$ cat config.mk
export PLATFORM = sky130hd
export DESIGN_NAME = seq_det_ctrl
export DESIGN_NICKNAME = d
export VERILOG_FILES = /design/src/rtl/seq_det_ctrl.sv
export SDC_FILE = /design/constraint.sdc
export NUM_CORES = 1
export LEC_CHECK = 0
export ABC_AREA = 1
export ABC_CLOCK_PERIOD_IN_PS = 8900
export CAP_MARGIN = 20
export CORE_ASPECT_RATIO = 0.75
export CORE_MARGIN = 8
export CORE_UTILIZATION = 40
export DETAILED_ROUTE_END_ITERATION = 8
export PLACE_DENSITY_LB_ADDON = 0.3
export SYNTH_ARGS = -nofsm -noshare
export SYNTH_HDL_FRONTEND = slang
export SYNTH_SLANG_ARGS = --single-unit
$ cat constraint.sdc
create_clock -name clk -period 8.9 [get_ports clk]
set_clock_uncertainty 0.1 [all_clocks]
set_input_delay 2.67 -clock clk [delete_from_list [all_inputs] [get_ports clk]]
set_output_delay 2.67 -clock clk [all_outputs]
set_load 0.03 [all_outputs]
$ cat src/rtl/seq_det_ctrl.sv
// Programmable serial pattern detector: latches a pattern/length configuration,
// then hunts a 1-bit stream for it, counting matches until an optional target.
module seq_det_ctrl #(
    parameter int unsigned PAT_W = 8,
    parameter int unsigned LEN_W = 4,
    parameter int unsigned CNT_W = 8
) (
    input  logic             clk,
    input  logic             rst_n,
    input  logic             cfg_we,
    input  logic [PAT_W-1:0] cfg_pat,
    input  logic [LEN_W-1:0] cfg_len,
    input  logic [CNT_W-1:0] cfg_cnt,
    input  logic             cfg_ovl,
    input  logic             start,
    input  logic             stop,
    input  logic             din,
    input  logic             din_vld,
    output logic             match,
    output logic [CNT_W-1:0] match_cnt,
    output logic             busy,
    output logic             done,
    output logic             cfg_err
);

    typedef enum logic [1:0] {IDLE, FILL, HUNT, DONE} state_t;

    state_t           state_q, state_d;
    logic [PAT_W-1:0] pat_q, pat_d;
    logic [LEN_W-1:0] len_q, len_d;
    logic [CNT_W-1:0] cnt_q, cnt_d;
    logic             ovl_q, ovl_d;
    logic [PAT_W-1:0] sr_q, sr_d;
    logic [LEN_W-1:0] fill_q, fill_d;
    logic [CNT_W-1:0] mcnt_q, mcnt_d;
    logic             match_q, match_d;
    logic             done_q, done_d;
    logic             busy_q, busy_d;
    logic             err_q, err_d;

    logic [PAT_W-1:0] mask;
    logic [PAT_W-1:0] sr_shift;
    logic [LEN_W-1:0] fill_inc;
    logic [CNT_W-1:0] mcnt_inc;
    logic             len_ok;
    logic             hit;

    // The match test looks at the window that already contains the incoming bit.
    always_comb begin
        for (int unsigned i = 0; i < PAT_W; i++) begin
            mask[i] = (i < 32'(len_q));
        end
        len_ok   = (len_q != '0) && (len_q <= LEN_W'(PAT_W));
        sr_shift = {sr_q[PAT_W-2:0], din};
        fill_inc = (fill_q < len_q) ? fill_q + LEN_W'(1) : fill_q;
        mcnt_inc = (mcnt_q == '1) ? mcnt_q : mcnt_q + CNT_W'(1);
        hit      = (fill_inc >= len_q) && ((sr_shift & mask) == (pat_q & mask));
    end

    always_comb begin
        state_d = state_q;
        pat_d   = pat_q;
        len_d   = len_q;
        cnt_d   = cnt_q;
        ovl_d   = ovl_q;
        sr_d    = sr_q;
        fill_d  = fill_q;
        mcnt_d  = mcnt_q;
        err_d   = err_q;
        match_d = 1'b0;
        done_d  = 1'b0;
        case (state_q)
            IDLE: begin
                if (cfg_we) begin
                    pat_d = cfg_pat;
                    len_d = cfg_len;
                    cnt_d = cfg_cnt;
                    ovl_d = cfg_ovl;
                    err_d = 1'b0;
                end
                if (start) begin
                    if (len_ok) begin
                        state_d = FILL;
                        mcnt_d  = '0;
                        sr_d    = '0;
                        fill_d  = '0;
                    end else begin
                        err_d = 1'b1;
                    end
                end
            end
            FILL, HUNT: begin
                if (cfg_we) begin
                    err_d = 1'b1;
                end
                if (stop) begin
                    state_d = IDLE;
                end else if (din_vld) begin
                    sr_d    = sr_shift;
                    fill_d  = fill_inc;
                    state_d = (fill_inc >= len_q) ? HUNT : FILL;
                    if (hit) begin
                        match_d = 1'b1;
                        mcnt_d  = mcnt_inc;
                        if ((cnt_q != '0) && (mcnt_inc == cnt_q)) begin
                            state_d = DONE;
                            done_d  = 1'b1;
                        end else if (!ovl_q) begin
                            state_d = FILL;
                            fill_d  = '0;
                        end
                    end
                end
            end
            DONE: begin
                if (cfg_we) begin
                    err_d = 1'b1;
                end
                state_d = IDLE;
            end
            default: state_d = IDLE;
        endcase
        busy_d = (state_d == FILL) || (state_d == HUNT);
    end

    always_ff @(posedge clk or negedge rst_n) begin
        if (!rst_n) begin
            state_q <= IDLE;
            pat_q   <= '0;
            len_q   <= LEN_W'(1);
            cnt_q   <= '0;
            ovl_q   <= 1'b0;
            sr_q    <= '0;
            fill_q  <= '0;
            mcnt_q  <= '0;
            match_q <= 1'b0;
            done_q  <= 1'b0;
            busy_q  <= 1'b0;
            err_q   <= 1'b0;
        end else begin
            state_q <= state_d;
            pat_q   <= pat_d;
            len_q   <= len_d;
            cnt_q   <= cnt_d;
            ovl_q   <= ovl_d;
            sr_q    <= sr_d;
            fill_q  <= fill_d;
            mcnt_q  <= mcnt_d;
            match_q <= match_d;
            done_q  <= done_d;
            busy_q  <= busy_d;
            err_q   <= err_d;
        end
    end

    assign match     = match_q;
    assign match_cnt = mcnt_q;
    assign busy      = busy_q;
    assign done      = done_q;
    assign cfg_err   = err_q;

endmodule
==> qor.yml, run 1 <==
worst_skew_pair.late_latency_ps: 300
fillCellCount: 663
post-cts-setup-buffers: 0
clkTransAtPathRegs_ps: 100
vias_per_cell: 5.08
ys_warn_count: 0
drv_slew: 0
rsz0062_at_grt: "false"
worstRegToRegCells: 20
syn_inst: 357
r2r_end: "busy"
maxCapViolCount: 0
cp_slowest_stage_delay_ps: 690
ant_nets: 0
clockBufferDepth: 2
overflow: 0
grt_use_met2: 0.204
grt-busiest-layer: "met1"
routed_wl_um: 6850
clock-sinks: 46
multi_input_comb_area_um2: 1410
crit_arrival_ps: 5280
power.total_mw: 0.885
syn2layout_area_growth_pct: 20.6
use_met1: 0.217
cts_tree: "done"
min_from: "len_q[0]"
seq_area_um2: 1150
drc: 0
n_antenna_cell: 0
worstPathMaxFanout: 11
hold_violations: 0
grt_start_max_net_pins: 47
layout.nets: 437
core_area_um2: 6800
io_pins: 40
antenna_found_initial: 0
stdcell_count: 484
numCtsBuffers: 5
met3_usage: 0.0239
ctsHoldBuffers: 0
port_buffers: 39
path_cells: "clkdlybuf4s50_1, inv_1, nor3_1, a21oi_1, a21oi_1, inv_1, nor2_2, inv_1, nor2_1, nand2_1, o21ai_1"
initial_core_util: 0.412
whs_path_depth: 2
tns_ps: 0
endpoint_kind: "flop"
p_leak_nw: 1.64
synthArstFlopShare: 1.00
std_cell_rows: 26
gp_congestion: 0.900
dieArea_um2: 9960
startpoint_type: "input pin"
die_x_um: 113
r2r_slack_ps: 5220
die_h_um: 88.5
slew_headroom: 0.411
synth_cell_type_count: 32
vdd_drop_max_uv: 133
track_usage: 0.144
synthesis.nets: 395
mostFrequentLayoutCells: "nand2_1 (70), inv_1 (52), dfrtp_1 (45), nand3_1 (41), clkdlybuf4s50_1 (38)"
ys_seq_area_frac: 0.412
dr.pass1.iters: 4
synth_area_um2: 2800
finalCritPeriodShare: 0.578
vias: 2459
hpwl_um: 5480
path_class: "in2reg"
drt_iter0_markers: 190
drive_gt1_frac: 0.0975
synth_edf_count: 0
power_density_nw_per_um2: 262
fmax_ghz: 0.194
dp.cells: 475
worst_pin_slew_ps: 883
period_minus_slack_ps: 5150
avgRoutedWirePerCell_um: 14.2
path_common_cell: "inv_1"
post_cts_resized: 0
grt_pass1_vias: 2299
hold-path-endpoint: "len_q[0]"
htreeDepth: 2
status: "complete, no violations"
rr_startpoint: "len_q[1]"
grt_pass1_wl_um: 11500
ys_seq_elements: 46
slowest_stage: "a21oi_1"
avgSynthCellArea_um2: 7.84
final_common_cell: "nand2_1"
worst_hold_path_type: "reg2reg"
setup_viol: 0
dominantRegCellSynth: "dfrtp_1"
cp.required_ps: 9030
cts_root_buffer: "clkbuf_8"
[layout make-up]
| class | count | area share |
|---|---|---|
| repair buffers | 41 | 0.122 |
| flip-flops and latches | 46 | 0.341 |
| clock buffers | 5 | 0.0204 |
| well taps | 84 | 0.0311 |
| multi-input cells | 251 | 0.418 |
| inverters | 54 | 0.0600 |
| clock inverters | 3 | 0.00704 |
[per-stage QoR]
stage               hold slack, ps  utilization  area, um^2  setup slack, ps
floorplan                      370            -        2800             4960
global placement               396        0.480        3260             3680
detailed placement             392        0.480        3260             3450
CTS                            425        0.494        3360             3770
global route                   451        0.497        3380             3510
finish                         428        0.497        3380             3750
[per-layer routing]
layer	vias to the layer above	wire [um]
li1	1254	-
met1	1126	3640
met2	75	2790
met3	4	366
met4	0	55
met5	-	0
[critical path: cells and delay by family]
family | cells | cell delay, ps
buffers and inverters | 4 | 1020
AO/OA/AOI/OAI | 3 | 830
AND/OR/NAND/NOR | 4 | 760
[where the power goes]
group / total [mW] / internal [mW] / leakage, nW / switching, mW
sequential: 0.341 / 0.281 / 0.577 / 0.0598
combinational: 0.412 / 0.163 / 1.02 / 0.249
clock: 0.132 / 0.0562 / 0.0408 / 0.0756
total: 0.885 / 0.500 / 1.64 / 0.384
[synth_stat cells (all sizes together) (3+ instances only)]
| cell | count | share of area |
|---|---|---|
| ha | 10 | 0.045 |
| xor2 | 7 | 0.022 |
| mux2 | 9 | 0.036 |
| clkbuf | 4 | 0.0054 |
| a21oi | 22 | 0.039 |
| inv | 53 | 0.071 |
| nand3 | 45 | 0.088 |
| nand4 | 8 | 0.020 |
| nor3 | 3 | 0.0071 |
| o21ai | 14 | 0.025 |
| xnor2 | 4 | 0.013 |
| nor2 | 36 | 0.058 |
| dfrtp | 45 | 0.40 |
| o22ai | 10 | 0.022 |
| nand2 | 78 | 0.12 |
[cells by family after synthesis]
group	synth area share
AO/OA/AOI/OAI	0.0947
XOR/XNOR	0.0344
adder cells (fa/ha/maj)	0.0447
buffers and inverters	0.0844
flip-flops	0.412
multiplexers	0.0362
AND/OR/NAND/NOR	0.294
[flip-flops by register name, indices dropped and copies added (netlist names)]
register   cells
cnt_q          8
match_cnt      8
pat_q          8
sr_q           7
fill_q         4
len_q          4
state_q        2
busy           1
cfg_err        1
done           1
match          1
ovl_q          1
[worst max-delay path by stage]
stage                  from           end  depth (start not counted)
floorplan               din          busy                         13
global placement    din_vld     fill_q[0]                         11
detailed placement  din_vld     fill_q[0]                         11
CTS                 din_vld     fill_q[0]                         11
global route        din_vld  match_cnt[2]                          8
finish              din_vld     fill_q[0]                         11
Note: power is estimated with default switching activity, not from simulation.
==> run 2, diff against run 1 <==
ABC_CLOCK_PERIOD_IN_PS = 4900   (was 8900)
clock period = 4.9 ns   (was 8.9 ns; I/O delays follow)
==> run 2 against run 1 <==
Against the previous run: total power up 89%; clock-buffer cell count unchanged; critical endpoint is now match_cnt[6]; first-iteration DRC count down 7.4%; combinational power increased by 86%; clock power increased by 120%; highest routed layer unchanged; worst setup slack worse by 2500 ps; routed wire length is 0.51% lower; register-to-register slack got worse by 3900 ps.
==> qor.yml, run 2 (same netlist as run 1, synthesis figures left out) <==
comb_power_share: 0.458  # -0.008
worstPathMaxFanout: 8  # -3
hold_violations: 0  # unchanged
ant_nets: 0  # unchanged
path_cells: "inv_1, ha_1, a21boi_0, o211ai_1, nand2_1, nor4_1, xor2_1, inv_1, ha_1, nand4_1, nand3_1, nand4_1, a21oi_1, o22ai_1"
grt_pass1_vias: 2341  # +1.8%
rsz0062_at_grt: "false"
worst_hold_path_type: "reg2reg"
dr.pass1.iters: 5  # +1
mostFrequentLayoutCells: "nand2_1 (70), inv_1 (52), dfrtp_1 (45), nand3_1 (41), clkdlybuf4s50_1 (38)"
clkTransAtPathRegs_ps: 100  # about the same
maxCapViolCount: 0  # unchanged
worst_pin_slew_ps: 721  # -162 ps
track_usage: 0.141  # -0.00242
hpwl_um: 5330  # -2.8%
finalCritPeriodShare: 0.738
drt_iter0_markers: 176  # -7.4%
grt_start_max_net_pins: 47  # unchanged
drv_slew: 0  # unchanged
initial_core_util: 0.412  # unchanged
numCtsBuffers: 5  # unchanged
clockPowerShare: 0.174  # +0.025
place_ws_ps: 1160  # -2290 ps
post-cts-setup-buffers: 0  # unchanged
vias: 2501  # +1.7%
startpoint_type: "flop"
port_buffers: 39  # unchanged
vias_per_cell: 5.16  # +1.5%
p_int_mw: 0.968  # +94%
cp.required_ps: 4950  # -4080 ps
p_leak_nw: 1.65  # +0.90%
power_density_nw_per_um2: 492  # +88%
drc: 0  # unchanged
worst_skew_pair.late_latency_ps: 310  # about the same
status: "complete, no violations"
endpoint_kind: "flop"
swShare: 0.422  # -0.0121
routed_wl_um: 6820  # -0.51%
ctsHoldBuffers: 0  # unchanged
cts_tree: "done"
overflow: 0  # unchanged
post_cts_resized: 0  # unchanged
p_switching_mw: 0.708  # +84%
antenna_found_initial: 0  # unchanged
slowest_stage: "a21oi_1"
clock-sinks: 46  # unchanged
setup_ws_ps: 1280  # -2470 ps
path_class: "reg2reg"
grt_pass1_wl_um: 11300  # -1.9%
core_area_um2: 6800  # unchanged
vdd_drop_max_uv: 243  # +83%
dieArea_um2: 9960  # unchanged
slew_headroom: 0.519  # +0.108
avgRoutedWirePerCell_um: 14.1  # -0.72%
die_h_um: 88.5  # unchanged
cp_slowest_stage_delay_ps: 630  # -60 ps
tns_ps: 0  # unchanged
n_antenna_cell: 0  # unchanged
gp_congestion: 0.997  # +11%
fmax_ghz: 0.277
setup_viol: 0  # unchanged
std_cell_rows: 26  # unchanged
io_pins: 40  # unchanged
p_seq_frac: 0.369  # -0.016
crit_arrival_ps: 3660  # -1620 ps
clockBufferDepth: 2  # unchanged
layout.nets: 438  # +0.23%
final_common_cell: "nand2_1"
htreeDepth: 2  # unchanged
syn2layout_area_growth_pct: 21.6
period_minus_slack_ps: 3620
drive_gt1_frac: 0.0998  # +0.00225
cts_root_buffer: "clkbuf_8"
die_x_um: 113  # unchanged
==> run 2: cell types whose count changed in the layout (fill, tap and decap cells not counted), sizes merged <==
| cell | change |
|---|---|
| buf | +1 |
| bufinv | +1 |
| inv | -1 |
==> run 2: metrics by stage <==
| step | total power, mW | std cells | util | hold WS [ps] | instance area [um^2] |
|---|---|---|---|---|---|
| floorplan | 1.16 | 357 | - | 370 | 2800 |
| finish | 1.68 | 485 | 0.501 | 422 | 3410 |
| detailed placement | 1.39 | 476 | 0.481 | 402 | 3270 |
| global route | 1.82 | 485 | 0.501 | 455 | 3410 |
| global placement | 1.38 | 476 | 0.481 | 395 | 3270 |
| CTS | 1.68 | 484 | 0.498 | 425 | 3390 |
==> run 2: path summary, 6_finish.rpt <==
kind | startpoint | to | slack [ps] | cells past startpoint
worst min-delay path | ovl_q | ovl_q | 420 | 1
worst min register to register | ovl_q | ovl_q | 420 | 1
max in group asynchronous | rst_n | len_q[0] | 3260 | 2
worst max register to register | len_q[1] | match_cnt[6] | 1280 | 14
min in group asynchronous | rst_n | cnt_q[6] | 910 | 1
worst max-delay path | len_q[1] | match_cnt[6] | 1280 | 14
==> run 2: cell type report <==
type	instances	area (um^2)
Sequential cell	46	1150
Fill cell	668	3390
Clock inverter	3	45.0
Tap cell	84	105
Multi-Input combinational cell	251	1410
Timing Repair Buffer	42	420
Clock buffer	5	68.8
Inverter	54	203
==> run 2: layer usage <==
metal	up-vias	global-route usage	part of all wire
met1	1152	0.201	0.51
li1	1258	-	-
met2	84	0.205	0.41
met5	-	0	0
met4	0	0.0439	0.010
met3	7	0.0334	0.069
==> run 2: critical path, delay by kind of cell (launching register included) <==
kind                       cells  cell delay (ps)
AOI/OAI and AO/OA              4             1120
xor gates and xnor gates       1              180
and+or+nand+nor                5              870
buffers and inverters          2              170
DFF                            1              400
adders and majority gates      2              610
==> run 2: power by group through the flow <==
stage	Sequential, mW	Combinational [mW]	Clock (mW)
2_1_floorplan	0.609	0.554	0
3_3_place_gp	0.623	0.755	0
3_5_place_dp	0.625	0.762	0
4_1_cts	0.617	0.763	0.299
5_1_grt	0.634	0.874	0.314
6_report	0.618	0.767	0.291
